[src/rtl/riscv_defs_pkg.sv]
`timescale 1ns/1ps
`default_nettype none
// ============================================================================
// Module      : riscv_defs_pkg
// Description : Shared definitions for the load/store path: funct3 access
//               encodings, the access-unit state encoding, the default bus
//               timeout, and the access legality/alignment helper.
// Ports       : none (package)
// Revision    : 1.0 - initial release
// ============================================================================
package riscv_defs_pkg;

  // Default number of WAIT cycles before a bus error is raised
  localparam int TIMEOUT_DEFAULT = 255;

  // funct3 access encodings (loads and stores share B/H/W)
  localparam logic [2:0] c_f3_b  = 3'b000;
  localparam logic [2:0] c_f3_h  = 3'b001;
  localparam logic [2:0] c_f3_w  = 3'b010;
  localparam logic [2:0] c_f3_bu = 3'b100;
  localparam logic [2:0] c_f3_hu = 3'b101;

  typedef enum logic [1:0] {
    ST_IDLE = 2'd0,
    ST_WAIT = 2'd1,
    ST_RESP = 2'd2
  } mau_state_t;

  // An access is legal only for a defined funct3 and a naturally aligned
  // address. Unsigned variants exist for loads only.
  function automatic logic access_ok(input logic is_store,
                                     input logic [2:0] f3,
                                     input logic [1:0] off);
    logic ok;
    ok = 1'b0;
    case (f3)
      c_f3_b:  ok = 1'b1;
      c_f3_h:  ok = ~off[0];
      c_f3_w:  ok = (off == 2'b00);
      c_f3_bu: ok = ~is_store;
      c_f3_hu: ok = ~is_store & ~off[0];
      default: ok = 1'b0;
    endcase
    return ok;
  endfunction

endpackage
`default_nettype wire

[src/rtl/lsu_lane_align.sv]
`timescale 1ns/1ps
`default_nettype none
// ============================================================================
// Module      : lsu_lane_align
// Description : Purely combinational byte-lane steering. Store side builds
//               the write strobes and lane-replicated write data; load side
//               shifts the captured word down and sign/zero extends it.
// Ports       : st_funct3/st_off/store_data -> wstrb, wdata
//               ld_funct3/ld_off/ld_word    -> load_data
// Revision    : 1.0 - initial release
// ============================================================================
module lsu_lane_align
  import riscv_defs_pkg::*;
(
  input  logic [2:0]  st_funct3,
  input  logic [1:0]  st_off,
  input  logic [31:0] store_data,
  output logic [3:0]  wstrb,
  output logic [31:0] wdata,
  input  logic [2:0]  ld_funct3,
  input  logic [1:0]  ld_off,
  input  logic [31:0] ld_word,
  output logic [31:0] load_data
);

  logic [31:0] w_shifted;

  // Data is replicated across all lanes so the strobes alone select the
  // destination byte(s); no per-lane data shift is needed.
  always_comb begin
    wstrb = 4'b0000;
    wdata = 32'h0000_0000;
    case (st_funct3)
      c_f3_b: begin
        wstrb = 4'b0001 << st_off;
        wdata = {4{store_data[7:0]}};
      end
      c_f3_h: begin
        wstrb = 4'b0011 << st_off;
        wdata = {2{store_data[15:0]}};
      end
      c_f3_w: begin
        wstrb = 4'b1111;
        wdata = store_data;
      end
      default: ;
    endcase
  end

  assign w_shifted = ld_word >> {ld_off, 3'b000};

  always_comb begin
    load_data = 32'h0000_0000;
    case (ld_funct3)
      c_f3_b:  load_data = {{24{w_shifted[7]}}, w_shifted[7:0]};
      c_f3_h:  load_data = {{16{w_shifted[15]}}, w_shifted[15:0]};
      c_f3_w:  load_data = w_shifted;
      c_f3_bu: load_data = {24'h0, w_shifted[7:0]};
      c_f3_hu: load_data = {16'h0, w_shifted[15:0]};
      default: load_data = 32'h0000_0000;
    endcase
  end

endmodule
`default_nettype wire

[src/rtl/mem_access_unit.sv]
`timescale 1ns/1ps
`default_nettype none
// ============================================================================
// Module      : mem_access_unit
// Description : MEM-stage load/store sequencer. Accepts one access from the
//               pipeline, stalls it, runs a single request/ack handshake to
//               data memory with a bus timeout, then pulses done for one
//               cycle with the formatted load result and fault flags.
// Ports       : clk, rstn                      - clock, async active-low reset
//               valid, mem_read, mem_write,
//               funct3, addr, store_data       - pipeline request
//               stall, done, load_data,
//               err_misalign, err_bus          - pipeline response
//               dmem_req/we/addr/wstrb/wdata,
//               dmem_rdata, dmem_ack           - data memory port
// Revision    : 1.0 - initial release
// ============================================================================
module mem_access_unit
  import riscv_defs_pkg::*;
#(
  parameter int TIMEOUT = TIMEOUT_DEFAULT
) (
  input  logic        clk,
  input  logic        rstn,
  input  logic        valid,
  input  logic        mem_read,
  input  logic        mem_write,
  input  logic [2:0]  funct3,
  input  logic [31:0] addr,
  input  logic [31:0] store_data,
  output logic        stall,
  output logic        done,
  output logic [31:0] load_data,
  output logic        err_misalign,
  output logic        err_bus,
  output logic        dmem_req,
  output logic        dmem_we,
  output logic [31:0] dmem_addr,
  output logic [3:0]  dmem_wstrb,
  output logic [31:0] dmem_wdata,
  input  logic [31:0] dmem_rdata,
  input  logic        dmem_ack
);

  localparam logic [8:0] c_timeout = 9'(TIMEOUT);

  mau_state_t  r_state;
  logic [7:0]  r_cnt;
  logic        r_req;
  logic        r_we;
  logic [31:0] r_addr;
  logic [3:0]  r_wstrb;
  logic [31:0] r_wdata;
  logic [31:0] r_rdata;
  logic        r_is_load;
  logic [2:0]  r_funct3;
  logic [1:0]  r_off;
  logic        r_err_mis;
  logic        r_err_bus;

  logic        w_accept;
  logic        w_aligned;
  logic [8:0]  w_cnt_inc;
  logic [3:0]  w_wstrb;
  logic [31:0] w_wdata;
  logic [31:0] w_ld;

  // Gated by rstn so stall stays low while the unit is held in reset
  assign w_accept  = rstn & (r_state == ST_IDLE) & valid & (mem_read | mem_write);
  assign w_aligned = access_ok(mem_write, funct3, addr[1:0]);
  assign w_cnt_inc = {1'b0, r_cnt} + 9'd1;

  lsu_lane_align u_lane (
    .st_funct3  (funct3),
    .st_off     (addr[1:0]),
    .store_data (store_data),
    .wstrb      (w_wstrb),
    .wdata      (w_wdata),
    .ld_funct3  (r_funct3),
    .ld_off     (r_off),
    .ld_word    (r_rdata),
    .load_data  (w_ld)
  );

  always_ff @(posedge clk or negedge rstn) begin
    if (!rstn) begin
      r_state   <= ST_IDLE;
      r_cnt     <= 8'd0;
      r_req     <= 1'b0;
      r_we      <= 1'b0;
      r_addr    <= 32'h0;
      r_wstrb   <= 4'h0;
      r_wdata   <= 32'h0;
      r_rdata   <= 32'h0;
      r_is_load <= 1'b0;
      r_funct3  <= 3'b000;
      r_off     <= 2'b00;
      r_err_mis <= 1'b0;
      r_err_bus <= 1'b0;
    end else begin
      case (r_state)
        ST_IDLE: begin
          if (w_accept) begin
            r_is_load <= ~mem_write;
            r_funct3  <= funct3;
            r_off     <= addr[1:0];
            r_rdata   <= 32'h0;
            r_err_bus <= 1'b0;
            if (w_aligned) begin
              r_req   <= 1'b1;
              r_we    <= mem_write;
              r_addr  <= {addr[31:2], 2'b00};
              r_wstrb <= mem_write ? w_wstrb : 4'b0000;
              r_wdata <= mem_write ? w_wdata : 32'h0;
              r_cnt   <= 8'd0;
              r_state <= ST_WAIT;
            end else begin
              // Faulting access never touches the memory port
              r_err_mis <= 1'b1;
              r_state   <= ST_RESP;
            end
          end
        end
        ST_WAIT: begin
          // An ack in the final allowed cycle takes priority over timeout
          if (dmem_ack) begin
            r_rdata <= dmem_rdata;
            r_req   <= 1'b0;
            r_state <= ST_RESP;
          end else if (w_cnt_inc == c_timeout) begin
            r_req     <= 1'b0;
            r_err_bus <= 1'b1;
            r_rdata   <= 32'h0;
            r_state   <= ST_RESP;
          end else begin
            r_cnt <= w_cnt_inc[7:0];
          end
        end
        ST_RESP: begin
          r_err_mis <= 1'b0;
          r_err_bus <= 1'b0;
          r_state   <= ST_IDLE;
        end
        default: r_state <= ST_IDLE;
      endcase
    end
  end

  assign stall        = w_accept | (r_state == ST_WAIT);
  assign done         = (r_state == ST_RESP);
  assign err_misalign = r_err_mis;
  assign err_bus      = r_err_bus;
  assign load_data    = (done && r_is_load && !r_err_mis && !r_err_bus) ? w_ld : 32'h0;

  assign dmem_req   = r_req;
  assign dmem_we    = r_we;
  assign dmem_addr  = r_addr;
  assign dmem_wstrb = r_wstrb;
  assign dmem_wdata = r_wdata;

endmodule
`default_nettype wire

[config.mk]
export PLATFORM = sky130hd
export DESIGN_NAME = mem_access_unit
export DESIGN_NICKNAME = d
export VERILOG_FILES = /design/src/rtl/riscv_defs_pkg.sv /design/src/rtl/lsu_lane_align.sv /design/src/rtl/mem_access_unit.sv
export SDC_FILE = /design/constraint.sdc
export NUM_CORES = 1
export LEC_CHECK = 0
export BUFFER_PORTS_ARGS = -buffer_cell sky130_fd_sc_hd__clkbuf_2
export CAP_MARGIN = 5
export CORE_ASPECT_RATIO = 1.4
export CORE_MARGIN = 2
export CORE_UTILIZATION = 30
export DETAILED_ROUTE_END_ITERATION = 12
export SYNTH_ARGS = -nofsm -noshare
export SYNTH_HDL_FRONTEND = slang
export SYNTH_SLANG_ARGS = --single-unit
export TNS_END_PERCENT = 100
[constraint.sdc]
create_clock -name clk -period 2.37 [get_ports clk]
set_clock_uncertainty 0.2 [all_clocks]
set_input_delay 0.474 -clock clk [delete_from_list [all_inputs] [get_ports clk]]
set_output_delay 0.474 -clock clk [all_outputs]
set_load 0.05 [all_outputs]
# Word level (Yosys, flattened, before mapping)
# Index checks and enable logic that the tools add are counted.
[op_classes]
add_sub_neg = 1
n_eq_ne = 18
shift = 3
mux = 33
n_bitwise = 8
reduce_logical = 20
[op_table]
columns = ["operator", "n"]
rows = [
  ["32-bit two-way mux", 5],
  ["32-bit case mux with 5 select lines", 1],
  ["32-bit case mux with 3 select lines", 1],
  ["32-bit case mux with 2 select lines", 1],
  ["8-bit two-way mux", 4],
  ["32-bit by 5-bit right shift with 32-bit output", 1],
  ["8-bit case mux with 2 select lines", 1],
  ["3-bit == test (second input constant)", 4],
  ["2-bit inequality test (second input constant)", 6],
  ["4-bit case mux with 3 select lines", 1],
  ["8-bit by 1-bit adder with 9-bit output (second input constant)", 1],
  ["9-bit by 8-bit == test with 1-bit output (second input constant)", 1],
  ["1-bit two-way mux", 9],
  ["3-bit AND reduction", 3],
  ["2-bit two-way mux", 4],
  ["4-bit AND reduction", 2],
  ["3-bit by 1-bit == test with 1-bit output (second input constant)", 2],
  ["3-bit by 2-bit == test with 1-bit output (second input constant)", 2],
  ["3-bit logical NOT", 2],
  ["1-bit case mux with 5 select lines", 1],
  ["5-bit AND reduction", 1],
  ["1-bit bitwise AND", 4],
  ["2-bit logical NOT", 2],
  ["4-bit two-way mux", 1],
  ["15 further kinds", 23],
]
[word_totals]
ff_bits = 118
in_bits = 105
wordCells = 96

# Logic depth before layout (Yosys ltp)
# Gate-level depths: netlist of run 1.
[logic_depth]
word_depth = 6
ltp_mapped = 8
ltp_nobuf = 6

# Modules after synthesis
# Synthesis of run 1 repeated with hierarchy kept, for this count alone.
[hier_totals]
cells_unflattened = 674
area_unflattened_um2 = 6304.8
[by_module_without_submodules]
columns = ["mod", "instances", "cells_each", "area_per_inst_um2", "seq_area_each_um2"]
rows = [
  ["mem_access_unit", 1, 446, 4947.2, 2952.8],
  ["lsu_lane_align", 1, 228, 1357.6, 0.0],
]

# Least setup slack after synthesis of run 1
# OpenSTA, ideal clock, no wires.
[synth_timing]
path_kind = "reg2out"
start = "reg r_state[1]"
end = "out load_data[2]"
t_arrival_ns = 2.968
required_time_ns = 1.696
slack_ns = -1.272
stages_incl_launch_ff = 5
n_path_buf = 1
cell_sequence = "dfrtp_1 > nor2b_1 > nand4_1 > clkbuf_1 > a211oi_1"
[synth_via]
elab_chain_cells = 5
[synth_lines]
columns = ["item", "line", "source"]
rows = [
  ["from (decl)", "mem_access_unit.sv:47", "mau_state_t r_state;"],
  ["from (signal assigned)", "mem_access_unit.sv:87", "r_state <= ST_IDLE;"],
  ["from (signal assigned)", "mem_access_unit.sv:116", "r_state <= ST_WAIT;"],
  ["from (signal assigned)", "mem_access_unit.sv:120", "r_state <= ST_RESP;"],
  ["2-bit == test", "mem_access_unit.sv:150", "assign done = (r_state == ST_RESP);"],
  ["named net done", "mem_access_unit.sv:32", "output logic done,"],
  ["1-bit logical AND (3 in series)", "mem_access_unit.sv:153", "assign load_data = (done && r_is_load && !r_err_mis && !r_err_bus) ? w_ld : 32'h0;"],
  ["32-bit two-way mux", "mem_access_unit.sv:153", ""],
  ["to (decl)", "mem_access_unit.sv:33", "output logic [31:0] load_data,"],
]
# The timed path passes the listed nets, and every way through them passes these cells.

# Final worst setup path of run 1
[layout_timing]
start = "reg r_off[1]"
end = "out load_data[10]"
[layout_via]
elab_chain_cells = 3
[layout_lines]
columns = ["item", "line", "source"]
rows = [
  ["from (decl)", "mem_access_unit.sv:57", "logic [1:0] r_off;"],
  ["from (signal assigned)", "mem_access_unit.sv:106", "r_off <= addr[1:0];"],
  ["32-bit by 5-bit right shift with 32-bit output", "lsu_lane_align.sv:50", "assign w_shifted = ld_word >> {ld_off, 3'b000};"],
  ["32-bit case mux with 5 select lines", "lsu_lane_align.sv:54", "case (ld_funct3)"],
  ["32-bit two-way mux", "mem_access_unit.sv:153", ""],
]
# No other way between the ends.

==> results of run 1 <==
[area by class of cell]
cell class / instances / area [um2] / area share (%)
clock buffers: 17 / 425 / 4.60
clock inverters: 15 / 166 / 1.80
inverters: 8 / 30.0 / 0.325
multi-input cells: 402 / 3190 / 34.6
flip-flops and latches: 118 / 2960 / 32.0
well taps: 248 / 310 / 3.36
repair buffers: 272 / 2160 / 23.3
[registers in the layout, summed over array words and instances (netlist names)]
name,flops
dmem_wdata,32
r_rdata,32
dmem_addr,30
r_cnt,8
dmem_wstrb,4
r_funct3,3
r_off,2
r_state,2
dmem_req,1
dmem_we,1
err_bus,1
err_misalign,1
r_is_load,1
[worst paths after layout]
| path | cells after the start | start | to | slack [ns] |
|---|---|---|---|---|
| worst max-delay path | 6 | r_off[1] | load_data[10] | -0.48 |
| worst min-delay path | 2 | rstn | dmem_wdata[25] | 0.03 |
| worst max register to register | 7 | r_cnt[0] | r_cnt[2] | 0.18 |
| worst min register to register | 2 | dmem_wdata[10] | dmem_wdata[10] | 0.27 |
| max in group asynchronous | 2 | rstn | r_funct3[2] | 1.47 |
| min in group clk | 2 | dmem_rdata[19] | r_rdata[19] | 0.08 |
[power by group through the flow]
stage / logic, mW / clock network (mW) / registers, mW
after floorplan: 1.02 / 0 / 3.68
after global placement: 2.73 / 0 / 2.77
after detailed placement: 2.76 / 0 / 2.78
after CTS: 2.87 / 2.65 / 2.76
after global routing: 3.15 / 2.76 / 2.82
final: 2.95 / 2.58 / 2.77
[synth_stat cells, drive strengths merged]
cell type	instances	area share, %
nor4b	1	0.25
xnor2	2	0.30
and3b	1	0.15
and2	4	0.47
nand2b	6	0.64
buf	20	2.0
nand4	1	0.11
a31oi	2	0.47
and4	1	0.15
a221o	1	0.17
a211o	1	0.15
o22ai	3	0.32
a21oi	55	4.7
nand3b	2	0.25
mux2i	19	3.2
nor3b	1	0.13
a2111oi	1	0.17
o21ai	34	2.9
or3	1	0.11
nor2b	23	2.4
clkbuf	28	1.8
a21boi	1	0.13
a21o	1	0.13
o311ai	1	0.15
inv	8	0.51
a211oi	15	1.9
dfrtp	118	50
or4	3	0.38
a2111o	1	0.19
mux2	44	8.4
conb	1	0.064
nand3	6	0.51
nor2	17	1.1
a22o	32	4.8
nand2	88	5.6
ha	2	0.43
o211ai	3	0.38
o31ai	26	4.2
o2bb2ai	1	0.15
[metal layers]
layer  GRT usage, %  part of all wire (%)  wire (um)  vias up
met3           4.17                   5.3        994       27
met4           8.10                   2.9        544        0
met2           30.8                    52       9870      180
li1               -                     -          -     2545
met5              0                     0          0        -
met1           22.3                    40       7450     2621
[critical path, cell delays in order, from the launching register on]
cell,delay (ns)
sky130_fd_sc_hd__dfrtp_2,0.44
sky130_fd_sc_hd__mux2i_1,0.14
sky130_fd_sc_hd__mux2_4,0.27
sky130_fd_sc_hd__or4_4,0.43
sky130_fd_sc_hd__buf_12,0.17
sky130_fd_sc_hd__a21oi_4,0.16
sky130_fd_sc_hd__buf_12,0.15
[metrics by stage]
stage          instance area, um2  instances
4_1_cts                      9030       1073
5_1_grt                      9240       1080
2_1_floorplan                6360        576
3_5_place_dp                 8070       1034
3_3_place_gp                 8070       1034
6_report                     9240       1080
[cell families after synthesis]
logic type / synth area share [%]
AO/OA/AOI/OAI: 20.8
AND/OR/NAND/NOR: 12.3
flip-flops: 50.2
multiplexers: 11.6
buffers and inverters: 4.31
adder cells (fa/ha/maj): 0.425
XOR/XNOR: 0.298
other: 0.0637
[repair_timing]
item / in CTS / in global routing
gates resized for setup: 74 / 40
gates cloned: 1 / 1
setup endpoints to repair: 32 / 40
buffers inserted: 6 / 6
pin swaps: 7 / 14
==> results.md, run 1 <==
Clock network:
- The root cell of the clock tree is sky130_fd_sc_hd__clkbuf_16.
- The H-tree was split into 4 levels.
- The total clock sinks is around 120.
- The quantity of hold-fixing buffers added after cts is 0.
- The TritonCTS clock tree is done.
- The number of buffers between clock root and the deepest sink is 2.
- Clock-pin slew was measured on the worst setup and hold paths at 0.06 ns.
- The number of clock buffers inserted by TritonCTS is 17.
- The insertion delay to the later sink of the worst-skew pair is a little over 0.4 ns.

Die:
- The floorplan row count is 60.
- Pin placement for this block handled between 200 and 250 I/O pins.
- The core region area is roughly 19000 um2.
- The y dimension of the die is about 170 um.
- The die covers about 21000 um2.
- From left edge to right edge, the die measures ~120 um.
- Once the floorplan was initialized, standard cells occupied a little under a third of the core.

Power and ir drop:
- Net switching is approximately two fifths of the power.
- The leakage dissipation is 4.16 nW.
- Registers are responsible for roughly 33% of the overall power.
- Overall power consumption after layout is estimated at about 8.3 mW.
- The cell area power density is 898 nW/um2.
- IR analysis of the VDD net gives a maximum drop of ~0.0007 V.
- The cell-internal power is about 5 mW.
- The proportion of power drawn by the clock network is 31.1%.
- The analysis attributes to net switching a power of around 3.3 mW.
- The share of total power in combinational logic is about 36%.

Worst hold path:
- The class of the tightest hold or removal check is in2async.

Global routing:
- The number of global-route vias before repair is approximately 5500.
- The largest net degree at the start of global routing is around 120.
- The first global-routing pass estimated between 20000 and 30000 um of wire.
- In the global route stage, overall resource usage came out at between 10% and 20%.
- For this run the aggregate overflow at the end of global routing stands at 0.
- The number of antenna violations at the first check in global routing is 0.

Synthesis:
- The mean area per synthesized cell is 10.2 um2.
- The mapped cell area is roughly 5900 um2.
- For this run, the register share of the synthesized area comes to 50.2%.
- The gate count of the mapped netlist is around 580.
- The count of state elements after synthesis is 118.
- Yosys printed 0 warnings.
- Yosys mapped the design onto between 40 and 50 distinct sky130hd cell types.

Finish:
- Leaving out fill and tap cells, the most frequent cells in the layout are 174 x sky130_fd_sc_hd__clkbuf_2, 115 x sky130_fd_sc_hd__dfrtp_1, 85 x sky130_fd_sc_hd__nand2_1.
- The final net count is roughly 930.
- The library cell used most frequently in the layout, excluding fill and tap cells, is sky130_fd_sc_hd__clkbuf_2.
- The number of antenna repair diodes is 0.
- The post-route netlist has around half of its cells at a drive strength greater than 1.
- Fill cells in the final layout number 1796.
- For this run, the share of the core covered by cells in the final layout is 48.1%.
- From synthesis to final layout, the design area changed by 57.0%.

Setup path:
- In this run the worst path has a maximum fanout of 8.
- The critical path required time is about 1.7 ns.
- The launching element type of the critical path is a register.
- The critical path class is reg2out.
- Data on the critical path arrives at its endpoint at 2.17 ns.
- The endpoint type of the worst setup path is a primary output.

Timing:
- The worst path in the final design needs a cycle of about 2.8 ns, including I/O delays and setup.
- The final worst slack is -0.479 ns.
- Static timing analysis puts the maximum clock frequency at between 300 and 400 MHz.
- The final critical path takes up 120% of the cycle.
- In this run the tightest slew margin relative to its limit is between 50% and 60%.
- The count of pins over their slew limit was 0.
- Setup repair after global routing could not meet its margin everywhere.
- After routing, the total negative slack on setup checks comes to -11.80 ns.
- At the pin with the least slew margin, the transition time is 0.640 ns.
- The final setup violation count is 32.
- Hold timing on the final database bottoms out at a slack of between 0.02 and 0.03 ns.
- The number of endpoints with negative hold slack in the final report came to 0.

Drt:
- The aggregate routed wire length is between 15000 and 20000 um.
- The first detailed-routing pass ran for 4 iterations.
- The routed via count divided by cell count is between 4 and 5.
- The routed layout has 5373 vias.
- The per-cell routed wire length is 17.5 um.
- The detailed router finished its first iteration with approximately 330 violations.
- The count of nets left with antenna violations after detail routing is 0.
- The number of remaining DRC errors is 0.

Job:
- The number of maximum-capacitance constraint violations is 0.

Placement:
- Once detailed placement completed, the half-perimeter wirelength came to 13600 um.
- The number of port buffers is between 200 and 250.
- Prior to clock tree synthesis, the placed netlist has a worst setup slack of -0.205 ns.
- The placer's final routability congestion estimate is 0.873.

Status:
- The final reports fail on negative setup slack.
- The run finished, with violations left.
Note: power is estimated with default switching activity, not from simulation.
==> inputs of run 2 (changes only) <==
Settings changed: ABC_AREA set to 1, CAP_MARGIN 5 to 25, PLACE_DENSITY set to 0.59.
==> results.md, run 2 <==
Synthesis:
- The number of synthesized flops with an enable pin is 0 (unchanged).
- The mapped cell area is 5870 um2 (was 5890 um2).
- The number of warnings issued by yosys came to 0 (unchanged).
- The library cell occupying the most area in the post-synthesis netlist is sky130_fd_sc_hd__dfrtp_1 (unchanged).
- The number of unique standard cell types used by synthesis is 34 (was 46).
- The most numerous cell in the Yosys netlist is sky130_fd_sc_hd__nand2_1 (was sky130_fd_sc_hd__dfrtp_1).
- Post-synth top cells: 333 x sky130_fd_sc_hd__nand2_1, 118 x sky130_fd_sc_hd__dfrtp_1, 37 x sky130_fd_sc_hd__a21oi_1, 35 x sky130_fd_sc_hd__o21ai_0, 33 x sky130_fd_sc_hd__inv_1 (was 118 x sky130_fd_sc_hd__dfrtp_1, 88 x sky130_fd_sc_hd__nand2_1, 55 x sky130_fd_sc_hd__a21oi_1, 44 x sky130_fd_sc_hd__mux2_2).
- The mean area per synthesized cell is 7.72 um2 (was 10.2 um2).
- Top post-synthesis cells by area: sky130_fd_sc_hd__dfrtp_1 50%, sky130_fd_sc_hd__nand2_1 21%, sky130_fd_sc_hd__a21oi_1 3.2%, sky130_fd_sc_hd__o21ai_0 3.0%, sky130_fd_sc_hd__a31oi_1 2.5% (was sky130_fd_sc_hd__dfrtp_1 50%, sky130_fd_sc_hd__mux2_2 8.4%, sky130_fd_sc_hd__nand2_1 5.6%, sky130_fd_sc_hd__a22o_1 4.8%, sky130_fd_sc_hd__a21oi_1 4.7%).
- The area share of the largest cell type after synthesis came to 50.3% (was 50.2%).
- The most used flip-flop cell after synthesis is sky130_fd_sc_hd__dfrtp_1 (unchanged).
- The count of state elements after synthesis is 118 (unchanged).
- The gate count of the mapped netlist came to 761 (was 575).
- The share of the yosys chip area belonging to registers is 50.3% (was 50.2%).
- The share of synthesized flip-flops with an asynchronous set or reset is 100% (unchanged).

Drt:
- The per-cell routed wire length was 15.5 um (was 17.5 um).
- The number of DRC violations after detailed-routing iteration 0 is 364 (was 331).
- The number of remaining DRC errors is 0 (unchanged).
- The length of the first detailed-routing pass in iterations was 4 (unchanged).
- The via count of the routed design is 5923 (was 5373).
- The count of nets left with antenna violations after detail routing is 0 (unchanged).
- The aggregate routed wire length came to 19300 um (was 18900 um).
- The routed via count divided by cell count was 4.76 (was 4.98).

Status:
- Violated checks: negative setup slack (unchanged).
- Outcome: complete, but fails checks (unchanged).

Placement:
- The post-placement setup slack is 0.0389 ns (was -0.205 ns).
- The number of port buffers is 208 (unchanged).
- The placer's final routability congestion estimate is 0.865 (was 0.873).
- The cell total after placement is 1203 (was 1034).
- The half-perimeter wire length after placement came to 14200 um (was 13600 um).

Timing:
- The count of pins over their slew limit came to 0 (unchanged).
- The minimum clock period after layout was 2.68 ns (was 2.85 ns).
- The max-slew headroom at the worst pin is 57.8% (was 57.3%).
- The transition time at the pin with the least slew margin was 0.633 ns (was 0.640 ns).
- The number of endpoints with negative hold slack in the final report is 0 (unchanged).
- The period utilization is 113% (was 120%).
- Setup repair after global routing missed its margin: yes (unchanged).
- The final setup violation count is 32 (unchanged).
- The final worst slack is -0.315 ns (was -0.479 ns).
- The fmax is 372 MHz (was 351 MHz).

Setup path:
- The endpoint type of the worst setup path is a primary output (unchanged).
- The highest net fanout along the worst path is 12 (was 8).
- The critical path required time was 1.70 ns (about the same).
- The launching element type of the critical path is a register (unchanged).
- The critical path class is reg2out (unchanged).
- The data arrival time of the worst path is 2.01 ns (was 2.17 ns).

Die:
- The core region area is 19200 um2 (unchanged).
- The total die area is 20700 um2 (was 20800 um2).
- The top-level I/O count was 211 (unchanged).
- The y dimension of the die was 170 um (about the same).
- The initial cell density of the core was 30.6% (about the same).
- The floorplan row count came to 60 (unchanged).
- The horizontal extent of the die came to 122 um (about the same).

Clock network:
- The root cell of the clock tree is sky130_fd_sc_hd__clkbuf_16 (unchanged).
- The TritonCTS clock tree is done (unchanged).
- The quantity of hold-fixing buffers added after cts is 0 (unchanged).
- The clock input transition at the sequential cells of the worst setup and hold paths is 0.06 ns (about the same).
- The number of buffers between clock root and the deepest sink is 2 (unchanged).
- The total clock sinks is 118 (unchanged).
- The insertion delay to the later sink of the worst-skew pair was 0.41 ns (about the same).
- The number of clock buffers inserted by TritonCTS came to 17 (unchanged).
- The H-tree depth reported by CTS was 4 (unchanged).

Worst hold path:
- The class of the tightest hold or removal check is in2async (unchanged).

Finish:
- The final net count is 1091 (was 926).
- The proportion of layout cells with a drive suffix above 1 is 35.9% (was 51.0%).
- Leading cell types in the layout, fill and taps excluded: 332 x sky130_fd_sc_hd__nand2_1, 174 x sky130_fd_sc_hd__clkbuf_2, 115 x sky130_fd_sc_hd__dfrtp_1 (was 174 x sky130_fd_sc_hd__clkbuf_2, 115 x sky130_fd_sc_hd__dfrtp_1, 85 x sky130_fd_sc_hd__nand2_1).
- The final cell count without fillers is 1245 (was 1080).
- The most common cell after layout, fill and taps aside was sky130_fd_sc_hd__nand2_1 (was sky130_fd_sc_hd__clkbuf_2).
- The area added between synthesis and finish is 55.6% (was 57.0%).

Global routing:
- The number of global-route vias before repair was 6048 (was 5487).
- The largest net degree at the start of global routing came to 119 (unchanged).
- The first-pass GRT wire length is 31300 um (was 29500 um).
- The number of antenna violations at the first check in global routing is 2 (was 0).
- The leftover overflow at the end of global routing is 0 (unchanged).
- The total routing resource utilization after global routing was 19.4% (was 18.3%).

Job:
- The number of maximum-capacitance constraint violations is 0 (unchanged).

Power and ir drop:
- The cell area power density is 898 nW/um2 (about the same).
- The leakage dissipation came to 4.40 nW (was 4.16 nW).
- The largest vdd supply drop is 0.000609 V (was 0.000710 V).
==> run 2: timing repair <==
| item | 4_1_cts | 5_1_grt |
|---|---|---|
| cloned | 3 | 0 |
| buffers inserted | 7 | 0 |
| endpoints found under the hold margin | 0 | 0 |
| setup endpoints to repair | 32 | 35 |
| resized for setup | 30 | 13 |
| pin swaps | 3 | 4 |
==> run 2: layer usage <==
layer  vias to the layer above  track usage, %  routed length (um)
li1                       2927               -                   -
met1                      2780            22.5                7400
met2                       177            34.3               10300
met3                        37            4.23                1060
met4                         2            7.90                 533
met5                         -               0                  13
==> run 2: path summary, 6_finish.rpt <==
kind	startpoint	endpoint	slack [ns]	cells after the start
worst min register to register	dmem_req	dmem_req	0.27	2
min in group clk	addr[13]	dmem_addr[13]	0.05	3
worst max-delay path	r_off[0]	load_data[8]	-0.31	8
max in group asynchronous	rstn	r_off[0]	1.51	2
worst min-delay path	rstn	dmem_wdata[27]	0.003	2
worst max register to register	r_cnt[0]	r_rdata[14]	0.30	11
==> run 2: power by group <==
group / switching [mW] / total (mW) / internal, mW / leakage [nW]
registers: 0.293 / 2.69 / 2.40 / 1.56
clock network: 0.982 / 2.75 / 1.76 / 0.296
logic: 2.00 / 2.77 / 0.769 / 2.54
==> run 2: critical path: stages (launching register included) <==
cell and delay (ns):
sky130_fd_sc_hd__dfrtp_2 0.45, sky130_fd_sc_hd__inv_6 0.12, sky130_fd_sc_hd__nand2_1 0.07, sky130_fd_sc_hd__o211ai_1 0.09, sky130_fd_sc_hd__o21a_1 0.20, sky130_fd_sc_hd__nand3_4 0.13
sky130_fd_sc_hd__buf_16 0.21, sky130_fd_sc_hd__a21oi_4 0.19, sky130_fd_sc_hd__buf_12 0.15
==> run 2: layout make-up <==
cell class / instances / area, um2
clock inverters: 14 / 200
clock buffers: 17 / 425
well taps: 248 / 310
fillers: 1907 / 10100
flip-flops and latches: 118 / 2960
diodes: 1 / 2.50
multi-input cells: 563 / 3120
inverters: 37 / 144
repair buffers: 247 / 1980
==> run 2: cells by family after synthesis <==
kind of cell,count (synthesis),synth area share (%)
simple gates,413,28.7
other cells,1,0.0639
flops,118,50.3
fa+ha+maj,2,0.426
buf+inv,82,6.26
compound gates,145,14.2
==> run 2: metrics by stage <==
step / TNS [ns] / hold WS (ns) / utilization (%) / total power [mW] / area (um2)
floorplan: -3.54 / -0.0216 / - / 4.54 / 6400
global placement: 0 / 0.258 / 42.8 / 5.31 / 8230
detailed placement: 0 / 0.260 / 42.8 / 5.34 / 8230
CTS: -8.95 / 0.0144 / 47.3 / 8.27 / 9100
global route: -11.07 / 0.0470 / 47.5 / 8.62 / 9140
finish: -8.27 / 0.00331 / 47.5 / 8.21 / 9140
==> inputs of run 3 (changes only) <==
==> constraint.sdc (replaced) <==
create_clock -name clk -period 2.37 [get_ports clk]
set_clock_uncertainty 0.2 [all_clocks]
set_input_delay 0.237 -clock clk [delete_from_list [all_inputs] [get_ports clk]]
set_output_delay 0.237 -clock clk [all_outputs]
set_load 0.05 [all_outputs]
==> results.md, run 3 (synthesis gave the netlist of run 2 again) <==
Status:
- Outcome: complete, but fails checks (unchanged).
- Violated checks: negative setup slack (unchanged).

Timing:
- The period utilization is 104% (was 113%).
- The fmax is 405 MHz (was 372 MHz).
- The final setup violation count was 24 (was 32).
- The final worst slack is -0.0989 ns (was -0.315 ns).
- The max-slew headroom at the worst pin came to 57.3% (was 57.8%).
- The minimum clock period after layout is 2.47 ns (was 2.68 ns).
- The transition time at the pin with the least slew margin is 0.640 ns (was 0.633 ns).
- The number of endpoints with negative hold slack in the final report is 0 (unchanged).
- Setup repair after global routing missed its margin: yes (unchanged).
- The worst hold margin is 0.0573 ns (was 0.00331 ns).
- The count of pins over their slew limit came to 0 (unchanged).

Drt:
- The routed via count divided by cell count is 4.71 (was 4.76).
- The length of the first detailed-routing pass in iterations is 5 (was 4).
- The number of DRC violations after detailed-routing iteration 0 is 464 (was 364).
- The number of remaining DRC errors came to 0 (unchanged).
- The aggregate routed wire length was 20000 um (was 19300 um).
- The count of nets left with antenna violations after detail routing came to 0 (unchanged).
- The via count of the routed design is 6329 (was 5923).
- The per-cell routed wire length is 14.9 um (was 15.5 um).

Die:
- The total die area was 20700 um2 (unchanged).
- The floorplan row count is 60 (unchanged).
- The core region area is 19200 um2 (unchanged).
- The y dimension of the die is 170 um (unchanged).
- The horizontal extent of the die is 122 um (unchanged).
- The initial cell density of the core is 30.6% (unchanged).
- The top-level I/O count is 211 (unchanged).

Setup path:
- CP cell instances: inv_4, a21oi_1, o21ai_1, o21ai_1, nand3b_1, clkbuf_16, a31oi_4, buf_12 (was inv_6, nand2_1, o211ai_1, o21a_1, nand3_4, buf_16, a21oi_4, buf_12).
- The number of buffer and inverter stages on the critical path is 3 (unchanged).
- The worst stage delay on the critical path is 0.40 ns (was 0.45 ns).
- The launching element type of the critical path is a register (unchanged).
- The data arrival time of the worst path came to 2.03 ns (was 2.01 ns).
- The critical path required time was 1.93 ns (was 1.70 ns).
- The critical path class is reg2out (unchanged).
- The library cell contributing the largest single delay on the critical path is sky130_fd_sc_hd__dfrtp_2 (unchanged).
- The cell family contributing the most delay on the critical path was compound AO/OA/AOI/OAI gates (unchanged).
- The internal reg-to-reg setup slack is 0.24 ns (was 0.30 ns).
- The cell that appears most often on the critical path is sky130_fd_sc_hd__o21ai_1.
- The endpoint type of the worst setup path was a primary output (unchanged).
- The highest net fanout along the worst path was 9 (was 12).

Finish:
- The multi-input combinational cell area is 3060 um2 (was 3120 um2).
- The most common cell after layout, fill and taps aside is sky130_fd_sc_hd__nand2_1 (unchanged).
- Leading cell types in the layout, fill and taps excluded: 330 x sky130_fd_sc_hd__nand2_1, 174 x sky130_fd_sc_hd__clkbuf_2, 116 x sky130_fd_sc_hd__dfrtp_1 (was 332 x sky130_fd_sc_hd__nand2_1, 174 x sky130_fd_sc_hd__clkbuf_2, 115 x sky130_fd_sc_hd__dfrtp_1).
- The proportion of layout cells with a drive suffix above 1 was 32.1% (was 35.9%).
- The area added between synthesis and finish came to 70.5% (was 55.6%).
- The total area of sequential cells is 2960 um2 (about the same).
- The layout filler cell count is 1795 (was 1907).
- The number of antenna repair diodes is 0 (was 1).
- The post-layout instance area is 10000 um2 (was 9140 um2).
- The final cell count without fillers is 1343 (was 1245).
- The final net count is 1189 (was 1091).

Clock network:
- The number of buffers between clock root and the deepest sink came to 2 (unchanged).
- The insertion delay to the later sink of the worst-skew pair is 0.40 ns (was 0.41 ns).
- The number of clock buffers inserted by TritonCTS is 17 (unchanged).
- The TritonCTS clock tree is done (unchanged).
- The total clock sinks is 118 (unchanged).
- The H-tree depth reported by CTS is 4 (unchanged).
- The root cell of the clock tree is sky130_fd_sc_hd__clkbuf_16 (unchanged).
- The clock input transition at the sequential cells of the worst setup and hold paths came to 0.05 ns (was 0.06 ns).

Power and ir drop:
- The leakage dissipation is 4.81 nW (was 4.40 nW).
- The post-route total power is 8.21 mW (about the same).
- The largest vdd supply drop is 0.000619 V (was 0.000609 V).
- The cell area power density came to 820 nW/um2 (was 898 nW/um2).

Placement:
- The half-perimeter wire length after placement came to 13600 um (was 14200 um).
- The number of port buffers is 208 (unchanged).
- The post-detailed-placement cell area is 7970 um2 (was 8230 um2).
- The placer's final routability congestion estimate is 0.886 (was 0.865).
- The cell total after placement came to 1194 (was 1203).

Job:
- The number of maximum-capacitance constraint violations is 0 (unchanged).

Global routing:
- The largest net degree at the start of global routing is 119 (unchanged).
- The total routing resource utilization after global routing is 19.4% (about the same).
- The first-pass GRT wire length is 31700 um (was 31300 um).
- The number of antenna violations at the first check in global routing is 0 (was 2).
- The number of global-route vias before repair is 6320 (was 6048).
- The leftover overflow at the end of global routing came to 0 (unchanged).

Worst hold path:
- The class of the tightest hold or removal check was in2reg (was in2async).
[run 3: changes by cell type in the layout (fill, tap and decap cells not counted), sizes merged]
cell / change
clkinv: +3
diode: -1
clkinvlp: -1
clkbuf: +3
inv: -1
bufinv: -1
buf: -4
dlygate4sd3: +101
o21ai: -1
[run 3: final timing paths]
| path | cells past startpoint | start | endpoint |
|---|---|---|---|
| worst min register to register | 2 | r_rdata[15] | r_rdata[15] |
| max in group asynchronous | 3 | rstn | r_rdata[7] |
| worst max register to register | 12 | r_cnt[0] | r_rdata[14] |
| min in group asynchronous | 3 | rstn | dmem_wdata[26] |
| worst max-delay path | 8 | r_off[0] | load_data[23] |
| worst min-delay path | 6 | dmem_ack | err_bus |
[run 3: worst min-delay path, delay by kind of cell]
family / cells / cell delay [ns]
buffers and inverters: 2 / 0.13
AND/OR/NAND/NOR: 4 / 0.25
[run 3: what timing repair did]
action	4_1_cts	5_1_grt
buffers inserted	9	4
hold endpoints to repair	219	0
gates cloned	2	2
gates resized for setup	37	21
hold buffers	101	0
pin swaps	4	2
endpoints found under the setup margin	32	68
[run 3: where the power goes]
part	switching, mW	total (mW)	internal (mW)
combinational	2.01	2.90	0.885
sequential	0.280	2.68	2.40
clock	0.970	2.63	1.66
total	3.26	8.21	4.94
[run 3: layer usage]
metal | up-vias | track usage [%] | wire length (um)
li1 | 3118 | - | -
met1 | 2958 | 21.9 | 7560
met2 | 225 | 35.1 | 10800
met3 | 28 | 5.31 | 1270
met4 | 0 | 5.45 | 346
met5 | - | 0 | 0
[run 3: layout make-up]
type	count	share of cell area (%)
clock inverter	14	1.76
multi-input combinational	562	30.5
clock buffer	18	4.29
inverter	37	1.41
tap	248	3.10
sequential	118	29.5
timing repair buffer	346	29.4
[run 3: per-stage QoR]
stage               util (%)  setup TNS [ns]  worst slack (ns)
floorplan                  -          -0.143           -0.0297
global placement        41.5               0             0.248
detailed placement      41.5               0             0.190
CTS                     51.5           -1.11           -0.0815
global route            52.1           -4.12            -0.196
finish                  52.1           -1.66           -0.0989
